**config.mk**
```make
export PLATFORM = sky130hd
export DESIGN_NAME = winograd_dot_acc
export DESIGN_NICKNAME = d
export VERILOG_FILES = /design/src/rtl/winograd_dot_acc.sv
export SDC_FILE = /design/constraint.sdc
export NUM_CORES = 2
export LEC_CHECK = 0
export ABC_AREA = 1
export BUFFER_PORTS_ARGS = -buffer_cell sky130_fd_sc_hd__buf_4
export CORE_MARGIN = 5
export CORE_UTILIZATION = 60
export DETAILED_ROUTE_END_ITERATION = 8
export HOLD_SLACK_MARGIN = 0.03
export PLACE_DENSITY = 0.77
export REMOVE_ABC_BUFFERS = 1
export SLEW_MARGIN = 20
export SYNTH_ARGS = -nofsm -noshare
export SYNTH_HDL_FRONTEND = slang
export SYNTH_SLANG_ARGS = --single-unit
```
**constraint.sdc**
```tcl
create_clock -name clk_i -period 10.3 [get_ports clk_i]
set_input_delay 1.03 -clock clk_i [delete_from_list [all_inputs] [get_ports clk_i]]
set_output_delay 1.03 -clock clk_i [all_outputs]
set_load 0.005 [all_outputs]
```
**src/rtl/winograd_dot_acc.sv**
```systemverilog
// Streaming Winograd inner-product engine: three-stage pipe (pre-sum, pair reduce, accumulate)
// with per-beat RAW/EXACT mode, multi-beat group accumulation and a valid/ready result port.
module winograd_dot_acc #(
  parameter int unsigned IN_SIZE_0 = 8,
  parameter int unsigned IN_SIZE_1 = 8,
  parameter int unsigned N_PAIRS   = 4,
  parameter int unsigned ACC_SIZE  = 32,
  parameter int unsigned BEAT_W    = 16
) (
  input  logic                                   clk_i,
  input  logic                                   rst_ni,
  input  logic                                   in_valid_i,
  output logic                                   in_ready_o,
  input  logic [0:2*N_PAIRS-1][IN_SIZE_0-1:0]    in_0_i,
  input  logic [0:2*N_PAIRS-1][IN_SIZE_1-1:0]    in_1_i,
  input  logic                                   in_last_i,
  input  logic                                   mode_i,
  output logic                                   out_valid_o,
  input  logic                                   out_ready_i,
  output logic [ACC_SIZE-1:0]                    out_o,
  output logic                                   out_ovf_o,
  output logic [BEAT_W-1:0]                      out_beats_o
);

  localparam int unsigned MaxW  = (IN_SIZE_0 > IN_SIZE_1) ? IN_SIZE_0 : IN_SIZE_1;
  localparam int unsigned PsW   = MaxW + 1;
  localparam int unsigned TermW = 2 * PsW + $clog2(N_PAIRS);

  if (ACC_SIZE < TermW) begin : g_acc_size_check
    $error("winograd_dot_acc: ACC_SIZE must be >= %0d", TermW);
  end

  logic w_en;

  // S1 registers
  logic                     r_s1_valid;
  logic                     r_s1_last;
  logic                     r_s1_mode;
  logic signed [PsW-1:0]    r_s1_ps0 [N_PAIRS];
  logic signed [PsW-1:0]    r_s1_ps1 [N_PAIRS];
  logic signed [TermW-1:0]  r_s1_ca  [N_PAIRS];
  logic signed [TermW-1:0]  r_s1_cb  [N_PAIRS];

  // S2 registers
  logic                     r_s2_valid;
  logic                     r_s2_last;
  logic signed [TermW-1:0]  r_s2_term;

  // S3 / output registers
  logic signed [ACC_SIZE-1:0] r_acc;
  logic                       r_ovf;
  logic [BEAT_W-1:0]          r_beats;
  logic                       r_out_valid;
  logic [ACC_SIZE-1:0]        r_out;
  logic                       r_out_ovf;
  logic [BEAT_W-1:0]          r_out_beats;

  // A pending result that is not being taken freezes every stage.
  assign w_en        = !(r_out_valid && !out_ready_i);
  assign in_ready_o  = w_en;
  assign out_valid_o = r_out_valid;
  assign out_o       = r_out;
  assign out_ovf_o   = r_out_ovf;
  assign out_beats_o = r_out_beats;

  // ---------------------------------------------------------------------------------------------
  // S1: pre-sums and correction products
  // ---------------------------------------------------------------------------------------------
  logic signed [PsW-1:0]   w_ps0 [N_PAIRS];
  logic signed [PsW-1:0]   w_ps1 [N_PAIRS];
  logic signed [TermW-1:0] w_ca  [N_PAIRS];
  logic signed [TermW-1:0] w_cb  [N_PAIRS];

  for (genvar p = 0; p < N_PAIRS; p++) begin : g_s1
    logic signed [IN_SIZE_0-1:0] w_a0;
    logic signed [IN_SIZE_0-1:0] w_a1;
    logic signed [IN_SIZE_1-1:0] w_b0;
    logic signed [IN_SIZE_1-1:0] w_b1;

    assign w_a0 = in_0_i[2*p];
    assign w_a1 = in_0_i[2*p+1];
    assign w_b0 = in_1_i[2*p];
    assign w_b1 = in_1_i[2*p+1];

    assign w_ps0[p] = PsW'(w_a1) + PsW'(w_b0);
    assign w_ps1[p] = PsW'(w_a0) + PsW'(w_b1);
    assign w_ca[p]  = TermW'(w_a0) * TermW'(w_a1);
    assign w_cb[p]  = TermW'(w_b0) * TermW'(w_b1);
  end

  always_ff @(posedge clk_i or negedge rst_ni) begin
    if (!rst_ni) begin
      r_s1_valid <= 1'b0;
      r_s1_last  <= 1'b0;
      r_s1_mode  <= 1'b0;
      for (int p = 0; p < N_PAIRS; p++) begin
        r_s1_ps0[p] <= '0;
        r_s1_ps1[p] <= '0;
        r_s1_ca[p]  <= '0;
        r_s1_cb[p]  <= '0;
      end
    end else if (w_en) begin
      r_s1_valid <= in_valid_i;
      if (in_valid_i) begin
        r_s1_last <= in_last_i;
        r_s1_mode <= mode_i;
        for (int p = 0; p < N_PAIRS; p++) begin
          r_s1_ps0[p] <= w_ps0[p];
          r_s1_ps1[p] <= w_ps1[p];
          r_s1_ca[p]  <= w_ca[p];
          r_s1_cb[p]  <= w_cb[p];
        end
      end
    end
  end

  // ---------------------------------------------------------------------------------------------
  // S2: pair products, optional correction, reduction to one beat term
  // ---------------------------------------------------------------------------------------------
  logic signed [TermW-1:0] w_pair;
  logic signed [TermW-1:0] w_term;

  // Each pair value fits 2*PsW bits, so TermW-bit modular arithmetic stays exact.
  always_comb begin
    w_pair = '0;
    w_term = '0;
    for (int p = 0; p < N_PAIRS; p++) begin
      w_pair = TermW'(r_s1_ps0[p]) * TermW'(r_s1_ps1[p]);
      if (r_s1_mode) begin
        w_pair = w_pair - r_s1_ca[p] - r_s1_cb[p];
      end
      w_term = w_term + w_pair;
    end
  end

  always_ff @(posedge clk_i or negedge rst_ni) begin
    if (!rst_ni) begin
      r_s2_valid <= 1'b0;
      r_s2_last  <= 1'b0;
      r_s2_term  <= '0;
    end else if (w_en) begin
      r_s2_valid <= r_s1_valid;
      if (r_s1_valid) begin
        r_s2_last <= r_s1_last;
        r_s2_term <= w_term;
      end
    end
  end

  // ---------------------------------------------------------------------------------------------
  // S3: group accumulation and result register
  // ---------------------------------------------------------------------------------------------
  logic signed [ACC_SIZE-1:0] w_term_ext;
  logic signed [ACC_SIZE-1:0] w_acc_sum;
  logic                       w_add_ovf;
  logic                       w_grp_ovf;
  logic [BEAT_W-1:0]          w_beats_inc;

  always_comb begin
    w_term_ext  = ACC_SIZE'(r_s2_term);
    w_acc_sum   = r_acc + w_term_ext;
    w_add_ovf   = (r_acc[ACC_SIZE-1] == w_term_ext[ACC_SIZE-1]) &&
                  (w_acc_sum[ACC_SIZE-1] != r_acc[ACC_SIZE-1]);
    w_grp_ovf   = r_ovf | w_add_ovf;
    w_beats_inc = (&r_beats) ? r_beats : r_beats + BEAT_W'(1);
  end

  always_ff @(posedge clk_i or negedge rst_ni) begin
    if (!rst_ni) begin
      r_acc   <= '0;
      r_ovf   <= 1'b0;
      r_beats <= '0;
    end else if (w_en && r_s2_valid) begin
      if (r_s2_last) begin
        r_acc   <= '0;
        r_ovf   <= 1'b0;
        r_beats <= '0;
      end else begin
        r_acc   <= w_acc_sum;
        r_ovf   <= w_grp_ovf;
        r_beats <= w_beats_inc;
      end
    end
  end

  // With w_en high any held result is being consumed, so it may be replaced on this edge.
  always_ff @(posedge clk_i or negedge rst_ni) begin
    if (!rst_ni) begin
      r_out_valid <= 1'b0;
      r_out       <= '0;
      r_out_ovf   <= 1'b0;
      r_out_beats <= '0;
    end else if (w_en) begin
      r_out_valid <= r_s2_valid && r_s2_last;
      if (r_s2_valid && r_s2_last) begin
        r_out       <= w_acc_sum;
        r_out_ovf   <= w_grp_ovf;
        r_out_beats <= w_beats_inc;
      end
    end
  end

endmodule

```
==> reports/qor.yml <==
layoutNonFillerInstCount: 8493
worstSkewPairLatency_ps: 590
core_area_um2: 93200
drtAntennaViolNets: 0
syn_avg_cell_area_um2: 7.78
drive_gt1_share_pct: 5.61
critPathLaunchType: "flip-flop"
route.detailed.drc: 0
cts_tree: "done"
synth-async-reset-ratio_pct: 100
r2r_slack_ps: 860
antenna_found_initial: 1
setup_viol: 0
synth.distinct_cells: 62
crit_fanout: 10
wl_per_cell_um: 16.3
ctsResizeCount: 0
rows: 112
die_y_um: 316
dr.pass1.iters: 6
initial_core_util_pct: 60.4
clkTransAtPathRegs_ps: 70
drt-initial-drc-count: 3218
max_cap_violations: 0
status: "complete, no violations"
syn-cell-area_um2: 56300
dp.cells: 8422
startpoint: "r_s1_ps1[8]"
via_count: 45000
grt_overflow: 0
dp_slack_ps: 833
fin_ws_ps: 858
worstHoldPathType: "input port to asynchronous set/reset pin"
synth_edf_count: 0
end_kind: "flip-flop"
regArea_um2: 8110
rsz0062_at_grt: "no"
max_slew.worst_pin.slew_ps: 1010
cp.required_ps: 10780
die_w_um: 316
slew_violations: 0
fmax_ghz: 0.106
ys_seq_area_share_pct: 14.4
fillers: 8015
final.min_clock_period_ps: 9440
ctsHoldBuffers: 0
fin_util_pct: 64.2
reg2reg_depth: 47
nets: 8758
drt-total-wl_um: 138000
netlist_instances: 7238
critPathKind: "flip-flop to flip-flop"
crit_path_frequent_cell: "nand2_1"
ioPinCount: 185
antenna_cells: 0
final.setup.tns_ps: 0
cts-root-buf: "clkbuf_16"
ys.flop_type: "dfrtp_1"
drt-vias-per-instance: 5.30
cts_buffers: 39
clock_skew_ps: 28.6
grt_pass1_vias: 46700
dieArea_um2: 100000
min_period_over_period_pct: 91.7
worstReg2RegStart: "r_s1_ps1[8]"
critPathMaxStageDelay_ps: 510
slew-limit-headroom_pct: 31.9
portBuffers: 184
htree_levels: 2
worst-endpoint-arrival_ps: 9920
synthToLayoutAreaGrowth_pct: 6.28
clock_sinks: 324
hpwl_um: 114000
grt_usage_pct: 28.5
grt_pass1_wl_um: 234000
multi_input_area_um2: 40500
gp_congestion: 0.945
reg2reg_to: "r_s2_term[19]"
cts_buffer_depth: 3
ys_seq_elements: 324
hold_viol: 0
cpMaxStageDelayCell: "fa_1"
cts_setup_buffers: 0
grt_max_degree: 93
yosys_warnings: 0
==> cell type report <==
class | instances | area share (%)
Tap cell | 1254 | 2.62
Multi-Input combinational cell | 4868 | 67.7
Inverter | 1777 | 11.2
Timing Repair Buffer | 200 | 2.56
Clock inverter | 22 | 0.625
Sequential cell | 324 | 13.6
Clock buffer | 48 | 1.79
==> flip-flops by register name (all words and copies together) (netlist names) <==
signal,flops
r_s1_ps0,36
r_s1_mode,1
out_beats_o,16
r_s1_ps1,36
r_s2_last,1
r_s2_term,20
r_s1_ca,64
r_beats,16
r_s1_last,1
r_s1_valid,1
out_valid_o,1
r_s1_cb,64
out_o,32
r_ovf,1
r_acc,32
out_ovf_o,1
r_s2_valid,1
==> worst max-delay path, delay by kind of cell, from the launching register on <==
kind | cells | cell delay (ps)
AOI/OAI and AO/OA | 6 | 1060
and+or+nand+nor | 22 | 2520
DFF | 1 | 390
adders and majority gates | 11 | 4720
buffers and inverters | 8 | 650
==> Yosys cell counts (4+ instances only) <==
master,instances,area [µm²]
a211oi_1,13,97.6
a21boi_0,5,37.5
a21o_1,21,158
a21oi_1,281,1410
a221oi_1,4,35.0
a22o_1,5,43.8
a22oi_1,5,37.5
a31oi_1,37,231
a32o_1,5,50.1
and2_1,4,25.0
buf_1,10,37.5
buf_2,14,70.1
clkbuf_1,245,920
clkinv_1,9,33.8
dfrtp_1,324,8110
fa_1,839,16800
ha_1,575,7190
inv_1,1739,6530
inv_2,29,109
mux2i_1,5,50.1
nand2_1,1712,6430
nand2_2,9,56.3
nand3_1,136,681
nand3b_1,6,45.0
nand4_1,20,125
nor2_1,306,1150
nor3_1,38,190
nor4_1,7,43.8
o21a_1,9,67.6
o21ai_0,262,1310
o21ai_1,96,480
o21bai_1,28,210
o22ai_1,20,125
o31ai_1,21,158
or2_0,4,25.0
or2_1,19,119
or2_2,77,482
xnor2_1,98,858
xor2_1,161,1410
==> worst max path at each step <==
stage                          to  slack [ps]  cells past startpoint
global route        r_s2_term[19]         110                     49
CTS                 r_s2_term[19]         830                     44
detailed placement  r_s2_term[19]         830                     43
floorplan           r_s2_term[19]        1530                     44
finish              r_s2_term[19]         860                     47
global placement    r_s2_term[19]         970                     45
==> cell families after synthesis <==
kind of cell | count (synthesis) | share of synthesized area (%)
AOI/OAI and AO/OA | 838 | 8.33
adders and majority gates | 1414 | 42.6
xor gates and xnor gates | 259 | 4.03
and+or+nand+nor | 2351 | 16.8
muxes | 6 | 0.109
DFF | 324 | 14.4
buffers and inverters | 2046 | 13.7
==> cell usage in the layout (no fill, tap or decap), types with 6 or more instances in the layout <==
master	netlist	routed
xor2_1	161	161
nand3b_1	6	6
nor4_1	7	7
bufinv_16	0	9
ha_1	575	575
a21o_1	21	21
nand4_1	20	20
buf_4	0	198
nand3_1	136	136
inv_1	1739	1739
a31oi_1	37	37
nor3_1	38	38
or2_1	19	19
xnor2_1	98	98
nor2_1	306	304
o21ai_0	262	262
inv_2	29	28
o21a_1	9	9
dfrtp_1	324	323
nand2_1	1712	1710
o21bai_1	28	28
o22ai_1	20	20
a21oi_1	281	281
fa_1	839	839
o31ai_1	21	21
or2_2	77	77
clkinv_1	9	9
clkbuf_16	0	40
a211oi_1	13	13
nand2_2	9	10
o21ai_1	96	96
==> stage by stage <==
stage / instance area [µm²] / hold slack (ps)
floorplan: 55300 / 448
global placement: 58300 / 463
detailed placement: 58300 / 468
CTS: 59800 / 432
global route: 59800 / 451
finish: 59800 / 434
==> metal layers <==
metal,global-route usage [%],share of wire [%]
met5,0,0.014
met4,6.23,2.2
met3,3.82,6.8
met2,47.2,47
met1,40.6,45
Power is left out: the tool's default activity adds up to more than one toggle a clock period on the data nets, which glitch-free logic cannot reach.
